### src/rtl/fix_conn_pkg.sv
// fix_conn_pkg: shared widths and enums for the fix_engine connection sequencer
package fix_conn_pkg;
  localparam int HOST_W = 2;
  localparam int NUM_HOSTS = 4;
  typedef enum logic [2:0] {IDLE, PEND, WAIT, UP, DPEND} conn_state_t;
  typedef enum logic {CMD_CONNECT, CMD_DISCONNECT} cmd_kind_t;
endpackage

### src/rtl/fix_conn_ctrl_if.sv
// fix_conn_ctrl_if: app/toe/fifo signal bundle of the connection sequencer
interface fix_conn_ctrl_if;
  logic connect_i;
  logic [fix_conn_pkg::HOST_W-1:0] connect_to_host_i;
  logic disconnect_i;
  logic [fix_conn_pkg::HOST_W-1:0] disconnect_host_i;
  logic connected_i;
  logic [fix_conn_pkg::HOST_W-1:0] connected_host_addr_i;
  logic link_down_i;
  logic [fix_conn_pkg::HOST_W-1:0] link_down_host_i;
  logic cmd_ready_i;
  logic connect_req_o;
  logic [fix_conn_pkg::HOST_W-1:0] connect_addr_o;
  logic disconnect_o;
  logic [fix_conn_pkg::HOST_W-1:0] disconnect_host_num_o;
  logic [fix_conn_pkg::NUM_HOSTS-1:0] host_up_o;
  logic conn_fail_o;
  logic [fix_conn_pkg::HOST_W-1:0] conn_fail_host_o;
  logic busy_o;
  modport slave (
    input connect_i, connect_to_host_i, disconnect_i, disconnect_host_i, connected_i,
          connected_host_addr_i, link_down_i, link_down_host_i, cmd_ready_i,
    output connect_req_o, connect_addr_o, disconnect_o, disconnect_host_num_o, host_up_o,
           conn_fail_o, conn_fail_host_o, busy_o
  );
  modport master (
    output connect_i, connect_to_host_i, disconnect_i, disconnect_host_i, connected_i,
           connected_host_addr_i, link_down_i, link_down_host_i, cmd_ready_i,
    input connect_req_o, connect_addr_o, disconnect_o, disconnect_host_num_o, host_up_o,
          conn_fail_o, conn_fail_host_o, busy_o
  );
endinterface

### src/rtl/fix_rr_arbiter.sv
// fix_rr_arbiter: 4-way round-robin grant of the shared command channel
module fix_rr_arbiter
  import fix_conn_pkg::*;
(
  input  logic clk,
  input  logic rst,
  input  logic [NUM_HOSTS-1:0] i_req,
  input  logic i_ready,
  output logic [NUM_HOSTS-1:0] o_gnt,
  output logic [HOST_W-1:0] o_idx
);
  logic [HOST_W-1:0] r_ptr, w_idx;
  logic w_found;
  always_comb begin
    o_gnt = '0;
    o_idx = '0;
    w_found = 1'b0;
    w_idx = '0;
    for (int i = 0; i < NUM_HOSTS; i++) begin
      w_idx = r_ptr + HOST_W'(i);
      if (!w_found && i_ready && i_req[w_idx]) begin
        w_found = 1'b1;
        o_gnt[w_idx] = 1'b1;
        o_idx = w_idx;
      end
    end
  end
  always_ff @(posedge clk or posedge rst) begin
    if (rst) r_ptr <= '0;
    else if (w_found) r_ptr <= o_idx + 1'b1;
  end
endmodule

### src/rtl/fix_conn_ctrl.sv
// fix_conn_ctrl: per-host connect/disconnect sequencer sharing one TOE command channel.
// FIX_CONN_AUTORECONNECT_EN: a dropped link re-queues its connect instead of going IDLE.
module fix_conn_ctrl
  import fix_conn_pkg::*;
#(
  parameter int CONN_TIMEOUT = 64,
  parameter int MAX_RETRY = 3
) (
  input logic clk,
  input logic rst,
  fix_conn_ctrl_if.slave bus
);
  localparam int TW = $clog2(CONN_TIMEOUT);
  localparam int RW = $clog2(MAX_RETRY + 1);
  logic [NUM_HOSTS-1:0] w_cn, w_dc, w_ack, w_ld, w_to, w_pend, w_req, w_gnt, w_fail, w_up, w_busy;
  logic [HOST_W-1:0] w_gidx, w_fidx;
  logic w_cgnt, w_dgnt;
  cmd_kind_t w_kind;
  logic r_creq, r_disc, r_fail;
  logic [HOST_W-1:0] r_caddr, r_dhost, r_fhost;
  fix_rr_arbiter u_arb (
    .clk(clk), .rst(rst), .i_req(w_req), .i_ready(bus.cmd_ready_i), .o_gnt(w_gnt), .o_idx(w_gidx)
  );
  for (genvar g = 0; g < NUM_HOSTS; g++) begin : g_host
    conn_state_t r_st;
    logic [TW-1:0] r_tmr;
    logic [RW-1:0] r_rty;
    assign w_cn[g] = bus.connect_i && bus.connect_to_host_i == HOST_W'(g);
    assign w_dc[g] = bus.disconnect_i && bus.disconnect_host_i == HOST_W'(g);
    assign w_ack[g] = bus.connected_i && bus.connected_host_addr_i == HOST_W'(g);
    assign w_ld[g] = bus.link_down_i && bus.link_down_host_i == HOST_W'(g);
    assign w_to[g] = r_st == WAIT && r_tmr == TW'(CONN_TIMEOUT - 1);
    assign w_pend[g] = r_st == PEND;
    assign w_req[g] = w_pend[g] || r_st == DPEND;
    assign w_up[g] = r_st == UP;
    assign w_busy[g] = w_req[g] || r_st == WAIT;
    assign w_fail[g] = w_to[g] && !w_dc[g] && !w_ack[g] && r_rty == RW'(MAX_RETRY);
    // disconnect outranks every other event; a grant in the same cycle still emits its command
    always_ff @(posedge clk or posedge rst) begin
      if (rst) begin
        r_st <= IDLE;
        r_tmr <= '0;
        r_rty <= '0;
      end else begin
        r_tmr <= r_st == WAIT ? r_tmr + 1'b1 : '0;
        case (r_st)
          IDLE:
            if (w_cn[g] && !w_dc[g]) begin
              r_st <= PEND;
              r_rty <= '0;
            end
          PEND:
            if (w_dc[g]) r_st <= DPEND;
            else if (w_gnt[g]) r_st <= WAIT;
          WAIT:
            if (w_dc[g]) r_st <= DPEND;
            else if (w_ack[g]) begin
              r_st <= UP;
              r_rty <= '0;
            end else if (w_to[g]) begin
              r_st <= w_fail[g] ? IDLE : PEND;
              r_rty <= w_fail[g] ? '0 : r_rty + 1'b1;
            end
          UP:
            if (w_dc[g]) r_st <= DPEND;
            else if (w_ld[g]) begin
`ifdef FIX_CONN_AUTORECONNECT_EN
              r_st <= PEND;
`else
              r_st <= IDLE;
`endif
              r_rty <= '0;
            end
          DPEND:
            if (w_gnt[g]) begin
              r_st <= IDLE;
              r_rty <= '0;
            end
          default: r_st <= IDLE;
        endcase
      end
    end
  end
  assign w_kind = |(w_gnt & w_pend) ? CMD_CONNECT : CMD_DISCONNECT;
  assign w_cgnt = |w_gnt && w_kind == CMD_CONNECT;
  assign w_dgnt = |w_gnt && w_kind == CMD_DISCONNECT;
  // simultaneous failures report only the lowest host
  assign w_fidx = w_fail[0] ? 2'd0 : w_fail[1] ? 2'd1 : w_fail[2] ? 2'd2 : 2'd3;
  always_ff @(posedge clk or posedge rst) begin
    if (rst) begin
      r_creq <= 1'b0;
      r_disc <= 1'b0;
      r_fail <= 1'b0;
      r_caddr <= '0;
      r_dhost <= '0;
      r_fhost <= '0;
    end else begin
      r_creq <= w_cgnt;
      r_disc <= w_dgnt;
      r_fail <= |w_fail;
      if (w_cgnt) r_caddr <= w_gidx;
      if (w_dgnt) r_dhost <= w_gidx;
      if (|w_fail) r_fhost <= w_fidx;
    end
  end
  assign bus.connect_req_o = r_creq;
  assign bus.connect_addr_o = r_caddr;
  assign bus.disconnect_o = r_disc;
  assign bus.disconnect_host_num_o = r_dhost;
  assign bus.conn_fail_o = r_fail;
  assign bus.conn_fail_host_o = r_fhost;
  assign bus.host_up_o = w_up;
  assign bus.busy_o = |w_busy;
endmodule
### src/flat_wrapper.sv
// flat-port wrapper written by rule: the top's interface ports become plain ports
module fix_conn_ctrl_flat import fix_conn_pkg::*;
#(
  parameter int CONN_TIMEOUT = 64,
  parameter int MAX_RETRY = 3
)
  (clk, rst, bus_connect_i, bus_connect_to_host_i, bus_disconnect_i, bus_disconnect_host_i, bus_connected_i, bus_connected_host_addr_i, bus_link_down_i, bus_link_down_host_i, bus_cmd_ready_i, bus_connect_req_o, bus_connect_addr_o, bus_disconnect_o, bus_disconnect_host_num_o, bus_host_up_o, bus_conn_fail_o, bus_conn_fail_host_o, bus_busy_o);
  fix_conn_ctrl_if bus_i ();
  input logic clk;
  input logic rst;
  input wire logic [$bits(bus_i.connect_i)-1:0] bus_connect_i;
  input wire logic [$bits(bus_i.connect_to_host_i)-1:0] bus_connect_to_host_i;
  input wire logic [$bits(bus_i.disconnect_i)-1:0] bus_disconnect_i;
  input wire logic [$bits(bus_i.disconnect_host_i)-1:0] bus_disconnect_host_i;
  input wire logic [$bits(bus_i.connected_i)-1:0] bus_connected_i;
  input wire logic [$bits(bus_i.connected_host_addr_i)-1:0] bus_connected_host_addr_i;
  input wire logic [$bits(bus_i.link_down_i)-1:0] bus_link_down_i;
  input wire logic [$bits(bus_i.link_down_host_i)-1:0] bus_link_down_host_i;
  input wire logic [$bits(bus_i.cmd_ready_i)-1:0] bus_cmd_ready_i;
  output wire logic [$bits(bus_i.connect_req_o)-1:0] bus_connect_req_o;
  output wire logic [$bits(bus_i.connect_addr_o)-1:0] bus_connect_addr_o;
  output wire logic [$bits(bus_i.disconnect_o)-1:0] bus_disconnect_o;
  output wire logic [$bits(bus_i.disconnect_host_num_o)-1:0] bus_disconnect_host_num_o;
  output wire logic [$bits(bus_i.host_up_o)-1:0] bus_host_up_o;
  output wire logic [$bits(bus_i.conn_fail_o)-1:0] bus_conn_fail_o;
  output wire logic [$bits(bus_i.conn_fail_host_o)-1:0] bus_conn_fail_host_o;
  output wire logic [$bits(bus_i.busy_o)-1:0] bus_busy_o;
  assign bus_i.connect_i = bus_connect_i;
  assign bus_i.connect_to_host_i = bus_connect_to_host_i;
  assign bus_i.disconnect_i = bus_disconnect_i;
  assign bus_i.disconnect_host_i = bus_disconnect_host_i;
  assign bus_i.connected_i = bus_connected_i;
  assign bus_i.connected_host_addr_i = bus_connected_host_addr_i;
  assign bus_i.link_down_i = bus_link_down_i;
  assign bus_i.link_down_host_i = bus_link_down_host_i;
  assign bus_i.cmd_ready_i = bus_cmd_ready_i;
  assign bus_connect_req_o = bus_i.connect_req_o;
  assign bus_connect_addr_o = bus_i.connect_addr_o;
  assign bus_disconnect_o = bus_i.disconnect_o;
  assign bus_disconnect_host_num_o = bus_i.disconnect_host_num_o;
  assign bus_host_up_o = bus_i.host_up_o;
  assign bus_conn_fail_o = bus_i.conn_fail_o;
  assign bus_conn_fail_host_o = bus_i.conn_fail_host_o;
  assign bus_busy_o = bus_i.busy_o;
  fix_conn_ctrl #(.CONN_TIMEOUT(CONN_TIMEOUT), .MAX_RETRY(MAX_RETRY)) u_core (.clk(clk), .rst(rst), .bus(bus_i));
endmodule
### config.mk
export PLATFORM = sky130hd
export DESIGN_NAME = fix_conn_ctrl_flat
export DESIGN_NICKNAME = d
export VERILOG_FILES = /design/src/rtl/fix_conn_pkg.sv /design/src/rtl/fix_conn_ctrl_if.sv /design/src/rtl/fix_rr_arbiter.sv /design/src/rtl/fix_conn_ctrl.sv /design/src/flat_wrapper.sv
export SDC_FILE = /design/constraint.sdc
export NUM_CORES = 1
export LEC_CHECK = 0
export BUFFER_PORTS_ARGS = -buffer_cell sky130_fd_sc_hd__buf_2
export CORE_MARGIN = 5
export CORE_UTILIZATION = 40
export DETAILED_ROUTE_END_ITERATION = 10
export PLACE_DENSITY = 0.65
export RECOVER_POWER = 25
export SYNTH_ARGS = -nofsm -noshare
export SYNTH_HDL_FRONTEND = slang
export SYNTH_SLANG_ARGS = --single-unit
### constraint.sdc
create_clock -name clk -period 4.5 [get_ports clk]
set_input_delay 0.225 -clock clk [delete_from_list [all_inputs] [get_ports clk]]
set_output_delay 0.225 -clock clk [all_outputs]
set_load 0.01 [all_outputs]
### After elaboration in Yosys (flattened, before gate mapping)

Cells that the tools add are included.

| cells by class | value |
|---|---|
| add/subtract/negate cells | 12 |
| order comparisons | 8 |
| eq/ne operators | 72 |
| mux-type cells | 116 |
| bitwise gates (word level) | 4 |
| reduce and logical (&&, ||, !) cells | 92 |

Operators by type and width:

| kind | number |
|---|---|
| $mux 3 | 36 |
| $mux 2 | 38 |
| $pmux 3 s5 | 4 |
| $logic_and 1x1->1 | 49 |
| $pmux 2 s4 | 4 |
| $reduce_and 7->1 | 4 |
| $add 6x1->6 const B | 4 |
| $eq 2x2->1 const B | 12 |
| $eq 3x2->1 const B | 8 |
| $eq 6x6->1 const B | 4 |
| $mux 6 | 4 |
| $ne 2x1->1 const B | 12 |
| $ne 3x1->1 const B | 8 |
| $reduce_and 5->1 | 4 |
| $mux 1 | 18 |
| $mux 4 | 4 |
| $ne 2x2->1 const B | 8 |
| $ne 4x1->1 const B | 4 |
| $reduce_bool 4->1 | 4 |
| $reduce_or 4->1 | 4 |
| $add 2x1->2 const B | 6 |
| $eq 3x1->1 const B | 4 |
| $eq 3x3->1 const B | 4 |
| $logic_not 3->1 | 4 |
| other kinds (12) | 53 |

| storage, ports and cells | value |
|---|---|
| register bits after elaboration | 55 |
| input port bits | 15 |
| output and inout port bits | 14 |
| word-level logic and storage cells | 323 |

### Longest topological paths before layout

| depth | value |
|---|---|
| depth after elaboration | 22 |
| mapped depth | 11 |
| depth with buffers taken out | 10 |

### By module

From an unflattened synthesis, not the netlist that was laid out.

| unflattened totals | value |
|---|---|
| cell total of the unflattened synthesis | 379 |
| area total of the unflattened synthesis | 3602.2 µm² |

Modules (own cells, without submodules):

| module | instances | cells each | area each (µm²) |
|---|---|---|---|
| fix_conn_ctrl | 1 | 313 | 3032.9 |
| fix_rr_arbiter | 1 | 66 | 569.3 |

### Worst setup path after synthesis

No wires, ideal clock.

| timing | value |
|---|---|
| path kind | register -> register |
| start | register u_core.u_arb.r_ptr[1] |
| end | register u_core.r_dhost[0] (netlist: u_core.bus.disconnect_host_num_o[0]) |
| library setup time | 0.125 ns |
| arrival time | 3.627 ns |
| required time | 4.375 ns |
| path slack | 0.748 ns |
| stages on the path, launching flop included | 12 |
| clock period less this slack | 3.752 ns |
| path through | dfrtp_1 > clkinv_1 > ha_1 > clkbuf_1 > nor4b_1 > or4_4 > and4_4 > a222oi_1 > a2111oi_1 > a2111oi_4 > o41ai_2 > mux2_4 |

| between the ends | value |
|---|---|
| longest elaborated chain between the ends | 20 |

RTL lines:

| element | RTL line | source |
|---|---|---|
| start, declared | fix_rr_arbiter.sv:12 | `logic [HOST_W-1:0] r_ptr, w_idx;` |
| start signal, assigned | fix_rr_arbiter.sv:30 | `else if (w_found) r_ptr <= o_idx + 1'b1;` |
| branches (longest 20 deep; another with $lt 2x3->1) | - |  |
| end signal, assigned | fix_conn_ctrl.sv:102 | `if (w_dgnt) r_dhost <= w_gidx;` |
| end, declared | fix_conn_ctrl.sv:20 | `logic [HOST_W-1:0] r_caddr, r_dhost, r_fhost;` |

Several ways; the timed one is not identified. The select of a mux whose other input is x is not followed.
A chain may end at the register's enable or synchronous reset.

### Worst setup path after layout

| timing | value |
|---|---|
| start | register u_core.u_arb.r_ptr[0] |
| end | register u_core.r_dhost[0] (netlist: u_core.bus.disconnect_host_num_o[0]) |

The elaborated chain is that of the path after synthesis.

==> qor.csv <==
stage,metric,value,unit
floorplan,dieArea,0.0108,mm²
final_layout,fillers,885,
synthesis,netlist_instances,395,
timing,tightestPinTransition,2.92,ns
setup_path,crit_path_end_kind,flop,
synthesis,yosys-top-cells-area,"dfrtp_1 39%, nor2_1 5.9%, ha_1 5.6%",
setup_path,crit_required,4.70,ns
floorplan,die_h,104,µm
timing,setup_tns,0,ns
route,wirelength,8430,µm
outcome,violations,"capacitance limit, slew limit",
synthesis,postSynth.asyncResetShare,1.00,
global_routing,top_usage_layer,met2,
cts,cts_resized,0,
floorplan,coreArea,0.00868,mm²
synthesis,ys_warn_count,0,
floorplan,die_width,104,µm
final_layout,seq_area,0.00138,mm²
setup_path,critPathKind,reg -> reg,
cts,clk_path_buf_depth,2,
global_routing,overflow,0,
outcome,status,"complete, but fails checks",
final_layout,area_growth,9.75,%
global_routing,grtUsageMet3,0.0223,
synthesis,ys_types,59,
synthesis,postSynthAreaPerCell,8.97,µm²
synthesis,synth_top_area_cell,dfrtp_1,
global_routing,use_met1,0.209,
floorplan,initial_utilization,0.408,
final_layout,multi_input_area,0.00202,mm²
timing,period_needed,4.08,ns
cts,insertion_delay,0.31,ns
synthesis,synthFlopType,dfrtp_1,
route,ant_nets,0,
final_layout,antenna_cells,0,
route,dr.pass1.iters,7,
global_routing,grt_max_degree,56,
cts,cts_root_buf,clkbuf_8,
timing,rsz0062_at_grt,no,
global_routing,grt_pass1_vias,3024,
route,wl_per_cell,16.0,µm
placement,portBuffers,28,
final_layout,drive_gt1_frac,0.152,
synthesis,synth_top_area_frac,0.388,
flow_run,drv_cap,1,
floorplan,rows,34,
placement,gp_congestion,0.920,
timing,clock.fmax,245,MHz
synthesis,syn_area,0.00354,mm²
cts,clock-sinks,55,
final_layout,fin_nets,450,
floorplan,io_pins,29,
global_routing,antenna_found_initial,0,
pwr,power_density,663,mW/mm²
synthesis,syn_nets,426,
timing,hold_viol_final,0,
cts,cts_tree,yes,
placement,place_area,0.00378,mm²
route,drc,0,
global_routing,met2_usage,0.255,
pwr,p_leak,0.00180,µW
timing,period_share,0.907,
min_path,hold_path.class,in -> reg,
timing,slew_headroom,-0.945,
setup_path,r2r_setup_slack,0.42,ns
setup_path,cp_max_fo,10,
route,dr_total_vias,3109,
synthesis,yosysSeqAreaShare,0.388,
cts,clk_pin_slew,0.10,ns
cts,cts_hold_buf,0,
placement,dpl.hpwl,6390,µm
cts,htreeDepth,2,
timing,setup-violations-final,0,
setup_path,arrival,4.28,ns
pwr,peakVddDrop,242,µV
timing,final_max_slew_viol_count,56,
route,vias_per_cell,5.89,
timing,timing.hold.ws,0.305,ns
setup_path,cp-start-kind,flop,
timing,finClkSkew,0.00931,ns
synthesis,synth-edff-count,0,
cts,cts_made_buffers,5,
route,drt_iter0_drc,190,
cts,post_cts_buffers,0,
synthesis,synth-seq-cells,55,
final_layout,final_area,0.00389,mm²
global_routing,grt_first_pass_wirelength,14200,µm
global_routing,track_usage,0.156,
## logic make-up (layout without fill, tap and decap cells)
group | after synthesis | count (layout) | synth area share
simple gates | 176 | 176 | 0.252
mux | 15 | 15 | 0.0519
fa+ha+maj | 16 | 16 | 0.0565
buf+inv | 35 | 60 | 0.0406
flops | 55 | 55 | 0.388
compound gates | 75 | 75 | 0.147
xor+xnor | 23 | 23 | 0.0643
## power breakdown
part / switching (µW) / internal [µW] / total [µW]
sequential: 182 / 605 / 787
combinational: 838 / 615 / 1450
clock: 169 / 169 / 338
total: 1190 / 1390 / 2580
## critical path, cell delays in order (launching register included)
cell and delay [ns]:
dfrtp_1 0.52, inv_1 0.24, ha_1 0.46, nor4b_1 0.20, or4_4 0.60, and4_4 0.19, a222oi_1 0.48, a2111oi_1 0.22
a2111oi_4 0.50, o41ai_2 0.23, mux2_4 0.34
## final cells by class
cell class	count	area share
clock buffer	5	0.0177
tap	108	0.0347
sequential	55	0.354
inverter	21	0.0203
multi-input combinational	305	0.520
timing repair buffer	31	0.0409
clock inverter	3	0.0122
## metrics by stage
stage / power, µW / util / std cells / setup WS (ns)
2_1_floorplan: 1890 / - / 395 / 0.748
3_3_place_gp: 2190 / 0.435 / 520 / 0.632
3_5_place_dp: 2220 / 0.435 / 520 / 0.463
4_1_cts: 2570 / 0.449 / 528 / 0.434
5_1_grt: 2780 / 0.448 / 528 / 0.199
6_report: 2580 / 0.448 / 528 / 0.419
## synthesized netlist by cell type, types with 4 or more instances
library cell	count
a21oi_1	23
inv_1	19
ha_1	16
a222oi_1	4
and2_1	5
xnor2_1	12
xor2_1	9
nor4_1	4
mux2_2	9
clkbuf_1	9
nand2_1	27
dfrtp_1	55
o21ai_0	11
buf_2	4
nand4_1	9
nor3_1	14
a31oi_1	4
o31ai_1	5
o22ai_1	7
nor2_1	56
and3_1	15
nand3_1	20
## placed cells by master, fill, tap and decap left out, types with 9 or more instances in the layout
cell,instances
a21oi_1,23
and3_1,15
buf_2,28
dfrtp_1,55
ha_1,16
inv_1,19
mux2_2,9
nand2_1,27
nand3_1,20
nand4_1,9
nor2_1,56
nor3_1,14
o21ai_0,11
xnor2_1,12
xor2_1,9
## path summary, 6_finish.rpt
kind | startpoint | end | cells after the start
worst max-delay path | u_core.u_arb.r_ptr[0] | u_core.bus.disconnect_host_num_o[0] | 10
worst min-delay path | bus_disconnect_host_i[1] | u_core.g_host[1].r_st[1] | 3
worst max register to register | u_core.u_arb.r_ptr[0] | u_core.bus.disconnect_host_num_o[0] | 10
worst min register to register | u_core.g_host[1].r_tmr[0] | u_core.g_host[1].r_tmr[0] | 1
max in group asynchronous | rst | u_core.bus.connect_addr_o[1] | 3
min in group asynchronous | rst | u_core.g_host[0].r_tmr[4] | 3
## flip-flops by register name, summed over array words and instances (netlist names)
register,count
u_core.bus.conn_fail_host_o,2
u_core.bus.connect_addr_o,2
u_core.g_host.r_rty,8
u_core.u_arb.r_ptr,2
u_core.bus.disconnect_host_num_o,2
u_core.bus.disconnect_o,1
u_core.bus.connect_req_o,1
u_core.bus.conn_fail_o,1
u_core.g_host.r_tmr,24
u_core.g_host.r_st,12
## metal layers
layer / up-vias / share of wire
li1: 1466 / -
met1: 1519 / 0.45
met2: 101 / 0.48
met3: 23 / 0.040
met4: 0 / 0.025
met5: - / 0
Note: power is estimated with default switching activity, not from simulation.
